`config.mk`:
```
export PLATFORM = sky130hd
export DESIGN_NAME = baud_rate_gen_frac
export DESIGN_NICKNAME = d
export VERILOG_FILES = /design/src/rtl/baud_rate_gen_frac_pkg.sv /design/src/rtl/baud_oversample_cnt.sv /design/src/rtl/baud_rate_gen_frac.sv
export SDC_FILE = /design/constraint.sdc
export NUM_CORES = 1
export LEC_CHECK = 0
export BUFFER_PORTS_ARGS = -buffer_cell sky130_fd_sc_hd__buf_2
export CORE_MARGIN = 3
export CORE_UTILIZATION = 55
export CTS_BUF_LIST = sky130_fd_sc_hd__clkbuf_8 sky130_fd_sc_hd__clkbuf_16
export CTS_CLUSTER_DIAMETER = 150
export DETAILED_ROUTE_END_ITERATION = 12
export GPL_ROUTABILITY_DRIVEN = 0
export PLACE_DENSITY = 0.81
export SETUP_SLACK_MARGIN = 0.3
export SLEW_MARGIN = 25
export SYNTH_ARGS = -nofsm -noshare
export SYNTH_HDL_FRONTEND = slang
export SYNTH_SLANG_ARGS = --single-unit
```
`constraint.sdc`:
```
create_clock -name clock -period 3.6 [get_ports clock]
set_clock_uncertainty 0.1 [all_clocks]
set_input_delay 1.08 -clock clock [delete_from_list [all_inputs] [get_ports clock]]
set_output_delay 1.08 -clock clock [all_outputs]
set_load 0.02 [all_outputs]
```
`src/rtl/baud_rate_gen_frac_pkg.sv`:
```
// Shared constants for the fractional baud-rate generator.
//   MIN_DIV          smallest integer divisor the counter can honour
//   DEF_OVERSAMPLE   o_tick periods per bit period
//   DEF_DIV_BITS     integer divisor width
//   DEF_FRAC_BITS    fractional divisor width (1/16 clock resolution)
//   DEF_DIV_INT/FRAC divisor after reset: 19200 baud x16 at 50 MHz
package baud_rate_gen_frac_pkg;

  localparam int MIN_DIV        = 2;
  localparam int DEF_OVERSAMPLE = 16;
  localparam int DEF_DIV_BITS   = 16;
  localparam int DEF_FRAC_BITS  = 4;
  localparam int DEF_DIV_INT    = 163;
  localparam int DEF_DIV_FRAC   = 0;

endpackage

```
`src/rtl/baud_oversample_cnt.sv`:
```
// Oversample sub-counter: counts generator ticks modulo OVERSAMPLE and
// decodes the per-bit and mid-bit strobes that accompany a tick.
//   clock     system clock, rising edge
//   reset     asynchronous active-low reset
//   tick      generator tick event (same cycle the top registers o_tick)
//   clear     phase realign, sub-count back to 0, no strobes
//   bit_tick  registered, with the tick whose sub-count is OVERSAMPLE-1
//   mid_tick  registered, with the tick whose sub-count is OVERSAMPLE/2-1
module baud_oversample_cnt
  import baud_rate_gen_frac_pkg::*;
#(
  parameter int OVERSAMPLE = DEF_OVERSAMPLE
) (
  input  logic clock,
  input  logic reset,
  input  logic tick,
  input  logic clear,
  output logic bit_tick,
  output logic mid_tick
);

  localparam int SUB_W = $clog2(OVERSAMPLE);
  localparam logic [SUB_W-1:0] SUB_LAST = SUB_W'(OVERSAMPLE - 1);
  localparam logic [SUB_W-1:0] SUB_MID  = SUB_W'(OVERSAMPLE / 2 - 1);

  logic [SUB_W-1:0] sub;

  always_ff @(posedge clock or negedge reset) begin
    if (!reset) begin
      sub      <= '0;
      bit_tick <= 1'b0;
      mid_tick <= 1'b0;
    end else begin
      // Strobes decode the sub-count before it advances, so the first
      // tick after a clear carries sub-count 0.
      bit_tick <= tick && !clear && (sub == SUB_LAST);
      mid_tick <= tick && !clear && (sub == SUB_MID);
      if (clear) begin
        sub <= '0;
      end else if (tick) begin
        sub <= (sub == SUB_LAST) ? '0 : sub + SUB_W'(1);
      end
    end
  end

endmodule

```
`src/rtl/baud_rate_gen_frac.sv`:
```
// Fractional baud-rate generator. Emits o_tick every
// DIV_INT + DIV_FRAC/2^FRAC_BITS clocks on average, plus bit/mid strobes.
//   clock          system clock, rising edge
//   reset          asynchronous active-low reset
//   i_enable       1 = run, 0 = freeze counters and suppress strobes
//   i_sync_clear   realign phase: clear counters, apply any pending divisor
//   i_div_wr       1-cycle strobe capturing i_div_int/i_div_frac as pending
//   i_div_int      new integer divisor (2..2^DIV_BITS-1)
//   i_div_frac     new fractional divisor
//   o_tick         oversample strobe, 1 cycle
//   o_bit_tick     with o_tick at the last sub-count of a bit period
//   o_mid_tick     with o_tick at the middle sub-count of a bit period
//   o_div_pending  a written divisor is waiting to be applied
//   o_div_err      1-cycle pulse: divisor write rejected (i_div_int < 2)
module baud_rate_gen_frac
  import baud_rate_gen_frac_pkg::*;
#(
  parameter int DIV_BITS     = DEF_DIV_BITS,
  parameter int FRAC_BITS    = DEF_FRAC_BITS,
  parameter int OVERSAMPLE   = DEF_OVERSAMPLE,
  parameter int DEF_DIV_INT  = baud_rate_gen_frac_pkg::DEF_DIV_INT,
  parameter int DEF_DIV_FRAC = baud_rate_gen_frac_pkg::DEF_DIV_FRAC
) (
  input  logic                 clock,
  input  logic                 reset,
  input  logic                 i_enable,
  input  logic                 i_sync_clear,
  input  logic                 i_div_wr,
  input  logic [DIV_BITS-1:0]  i_div_int,
  input  logic [FRAC_BITS-1:0] i_div_frac,
  output logic                 o_tick,
  output logic                 o_bit_tick,
  output logic                 o_mid_tick,
  output logic                 o_div_pending,
  output logic                 o_div_err
);

  logic [DIV_BITS-1:0]  count;
  logic [DIV_BITS-1:0]  div_int;
  logic [DIV_BITS-1:0]  pend_int;
  logic [FRAC_BITS-1:0] frac_acc;
  logic [FRAC_BITS-1:0] div_frac;
  logic [FRAC_BITS-1:0] pend_frac;
  logic                 carry;
  logic                 pend_valid;

  logic [DIV_BITS:0]    term_val;
  logic [FRAC_BITS:0]   frac_sum;
  logic                 terminal;
  logic                 tick_evt;
  logic                 div_ok;
  logic                 wr_ok;
  logic                 apply;

  always_comb begin
    term_val = {1'b0, div_int} - (DIV_BITS+1)'(1) + (DIV_BITS+1)'(carry);
    // >= rather than == so a divisor shrunk while frozen cannot be overrun.
    terminal = {1'b0, count} >= term_val;
    tick_evt = i_enable && !i_sync_clear && terminal;
    div_ok   = i_div_int >= DIV_BITS'(MIN_DIV);
    wr_ok    = i_div_wr && div_ok;
    // With the counter frozen there is no tick to wait for, so a pending
    // divisor is taken on the next clock instead.
    apply    = pend_valid && (i_sync_clear || !i_enable || terminal);
    frac_sum = {1'b0, frac_acc} + {1'b0, div_frac};
  end

  always_ff @(posedge clock or negedge reset) begin
    if (!reset) begin
      count      <= '0;
      frac_acc   <= '0;
      carry      <= 1'b0;
      div_int    <= DIV_BITS'(DEF_DIV_INT);
      div_frac   <= FRAC_BITS'(DEF_DIV_FRAC);
      pend_int   <= '0;
      pend_frac  <= '0;
      pend_valid <= 1'b0;
      o_tick     <= 1'b0;
      o_div_err  <= 1'b0;
    end else begin
      o_tick    <= tick_evt;
      o_div_err <= i_div_wr && !div_ok;

      if (i_sync_clear) begin
        count <= '0;
      end else if (i_enable) begin
        count <= terminal ? '0 : count + DIV_BITS'(1);
      end

      // The carry out of the accumulator stretches the next interval by one.
      if (apply || i_sync_clear) begin
        frac_acc <= '0;
        carry    <= 1'b0;
      end else if (tick_evt) begin
        {carry, frac_acc} <= frac_sum;
      end

      if (apply) begin
        div_int  <= pend_int;
        div_frac <= pend_frac;
      end

      // A write landing on the apply cycle stays pending behind the old one.
      if (wr_ok) begin
        pend_int   <= i_div_int;
        pend_frac  <= i_div_frac;
        pend_valid <= 1'b1;
      end else if (apply) begin
        pend_valid <= 1'b0;
      end
    end
  end

  assign o_div_pending = pend_valid;

  baud_oversample_cnt #(
    .OVERSAMPLE (OVERSAMPLE)
  ) u_oversample_cnt (
    .clock    (clock),
    .reset    (reset),
    .tick     (tick_evt),
    .clear    (i_sync_clear),
    .bit_tick (o_bit_tick),
    .mid_tick (o_mid_tick)
  );

endmodule

```
==> key figures <==
Run status
  • Status: finished, violations left
  • Failing checks: negative setup slack

Global routing
  • Vias in the first global route: 3,137
  • Grt ovf: 0
  • Global-route wire length before repair: 14,800 um
  • Largest net degree at the start of global routing: 46
  • Initial antenna violation count: 0
  • GRT Total Usage: 0.225

Clocking
  • Clk_lat worst skew: 360 ps
  • CTS tree: yes
  • Root buffer cell: clkbuf_8
  • CTS Buffer Depth: 2
  • CTS Buf Count: 9
  • H-Tree Depth: 3
  • Clk slew on worst S/H paths: 80 ps
  • # clock sinks: 70

Layout
  • Layout area overhead: 18.3%
  • Proportion of layout cells with a drive suffix above 1: 0.368
  • Fin nets: 447
  • Final antenna diode count: 0
  • Fin cells: 498
  • # fillers: 470

Setup path
  • Setup crit start kind: flop
  • CP Class: flop to flop
  • Arr. time, crit path: 3860 ps
  • End of the critical path: div_int[10]
  • CP delay by family, top: simple AND/OR/NAND/NOR gates
  • CP startpoint: carry
  • Worst path required time: 3740 ps
  • Buffers & Inverters on Critical Path: 2
  • Critical Path, Cell by Cell: inv_2, ha_4, nand2_2, or4_4, nor4_4, nand3_1, xor2_1, ha_1, nand4_4, nor4_4, nor3_4, o221ai_4, nand2_4, buf_12, mux2_4
  • Worst-path maximum fanout: 20
  • Terminus of the critical flop-to-flop path: div_int[10]
  • Max incr delay on CP: 460 ps
  • Most common cell on crit path: nor4_4
  • R2r setup slk: -110 ps
  • Critical Path End Type: flop
  • Slowest cell on crit path: or4_4
  • Stages on the worst setup path: 15
  • Start of the worst register-to-register path: carry
  • Worst R2R Path Depth: 15

Floorplan
  • Core area: 6940 sq um
  • Starting Density: 0.582
  • Die Y: 91.7 um
  • Die area: 8410 sq um
  • IO Count: 30
  • Row cnt: 30
  • Die Span X: 91.7 um

Run
  • Max-Cap Viols: 0

Logic synthesis
  • Top-area cell type share of the netlist area: 0.409
  • Synth Cell Area: 4040 sq um
  • Ys flop type: dfrtp_1
  • Synthesized flop and latch total: 70
  • Post-Syn Instances: 351
  • Netlist cell types: 59
  • Mapped Avg Cell Area: 11.5 sq um
  • Most frequent cell after synthesis: dfrtp_1
  • Number of flops mapped to enable cells by yosys: 0
  • Syn_nets: 401
  • Ys Warns: 0
  • Commonest cells in the netlist: 66 x dfrtp_1, 24 x ha_1, 21 x mux2_2
  • Top cells by area, synth: dfrtp_1 41%, ha_1 7.4%, mux2_4 7.4%
  • Seq/Total Area, Yosys: 0.435
  • Post-synthesis async set-or-reset flop share: 1.00
  • Cell taking the most area after synthesis: dfrtp_1

Place
  • Dpl hpwl: 5810 um
  • Cells after DPL: 470
  • IO buf count: 29

STA
  • RSZ-0062 raised after global routing: true
  • Max Clock Freq: 0.269 GHz
  • Slew HR: 0.408
  • Finish-stage setup viols: 30
  • Final Cycle Share: 1.03
  • Crit path time final: 3710 ps
  • Final worst setup slack: -114 ps
  • Slew Limit Fails: 0
  • Worst-Margin Slew: 888 ps
  • Final Hold Viols: 0
  • TNS Setup: -2350 ps

Detailed routing
  • Final antenna-violating net count: 0
  • Drt first pass iters: 4
  • Final WL: 8940 um
  • 1st-iter DRT viols: 162
  • Vias/cell: 6.05
  • Via count: 3,015
  • Routed len/inst: 17.9 um
  • Drt drc: 0

Pwr
  • PD cells: 429 nW/um^2
  • Leak: 2.16 nW
  • Worst VDD drop: 0.315 mV
  • Design Power: 2.05 mW

Min path
  • Worst Hold Class: flop to flop
## what timing repair did
item / 4_1_cts / 5_1_grt
gates resized for setup: 31 / 9
cloned: 2 / 0
hold buffers: 0 / 0
setup buffers: 10 / 0
pin swaps: 11 / 7
endpoints found under the setup margin: 49 / 49
## final cells by class
| type | count | area (sq um) | area share |
|---|---|---|---|
| repair buffers | 47 | 329 | 0.0688 |
| clock inverters | 7 | 97.6 | 0.0204 |
| inverters | 13 | 48.8 | 0.0102 |
| clock buffers | 9 | 124 | 0.0259 |
| multi-input cells | 256 | 2300 | 0.482 |
| flip-flops and latches | 70 | 1760 | 0.368 |
| well taps | 96 | 120 | 0.0251 |
## flip-flops by register name, indices dropped and copies added (netlist names)
signal / count
carry: 1
count: 16
div_frac: 4
div_int: 16
frac_acc: 4
o_div_err: 1
o_div_pending: 1
o_tick: 1
pend_frac: 4
pend_int: 16
u_oversample_cnt.bit_tick: 1
u_oversample_cnt.mid_tick: 1
u_oversample_cnt.sub: 4
## cell families (layout without fill, tap and decap cells)
| logic type | count (synthesis) | count (layout) | synth area share |
|---|---|---|---|
| flops | 70 | 70 | 0.435 |
| fa+ha+maj | 25 | 25 | 0.0793 |
| compound gates | 61 | 62 | 0.112 |
| buf+inv | 26 | 76 | 0.0449 |
| xor+xnor | 16 | 16 | 0.0347 |
| mux | 41 | 41 | 0.133 |
| simple gates | 112 | 112 | 0.162 |
## stage by stage
step	worst slack [ps]	hold WS, ps	area (sq um)	utilization
final	-114	403	4780	0.688
after global routing	-271	417	4780	0.688
after CTS	-22.4	401	4730	0.681
after detailed placement	-67.8	389	4270	0.615
after global placement	83.5	386	4270	0.615
after floorplan	186	353	4060	-
## cells in the final DEF, fill, tap and decap left out, types with 3 or more instances in the layout
master / n
a21o_1: 8
a21oi_1: 9
a21oi_2: 4
a31oi_1: 7
and3_1: 5
buf_12: 3
buf_2: 29
buf_4: 12
buf_6: 3
clkbuf_8: 9
dfrtp_1: 66
dfstp_2: 4
ha_1: 23
inv_1: 12
mux2_2: 21
mux2_4: 20
nand2_1: 18
nand3_1: 15
nand4_1: 7
nand4b_1: 4
nor2_1: 14
nor3_1: 9
nor3b_1: 5
nor4_1: 3
o21ai_0: 5
o21ai_1: 3
o31ai_1: 4
or3_1: 4
xnor2_1: 8
xor2_1: 8
## worst min path at each step
stage | cells past startpoint | startpoint | endpoint | slack (ps)
5_1_grt | 1 | pend_frac[1] | div_frac[1] | 420
2_1_floorplan | 1 | u_oversample_cnt.sub[3] | u_oversample_cnt.mid_tick | 350
3_3_place_gp | 1 | pend_frac[1] | div_frac[1] | 390
4_1_cts | 1 | u_oversample_cnt.sub[3] | u_oversample_cnt.mid_tick | 400
6_report | 1 | pend_frac[2] | div_frac[2] | 400
3_5_place_dp | 1 | u_oversample_cnt.sub[3] | u_oversample_cnt.mid_tick | 390
## report_power, final
part | internal [mW] | switching (mW)
clock network | 0.392 | 0.322
logic | 0.204 | 0.186
registers | 0.862 | 0.0835
## routing by layer
layer / track usage / up-vias / part of all wire
met5: 0 / - / 0
met4: 0.113 / 0 / 0.031
met3: 0.0656 / 34 / 0.059
met2: 0.377 / 120 / 0.50
met1: 0.261 / 1466 / 0.41
li1: - / 1395 / -
(Power assumes the default switching activity.)
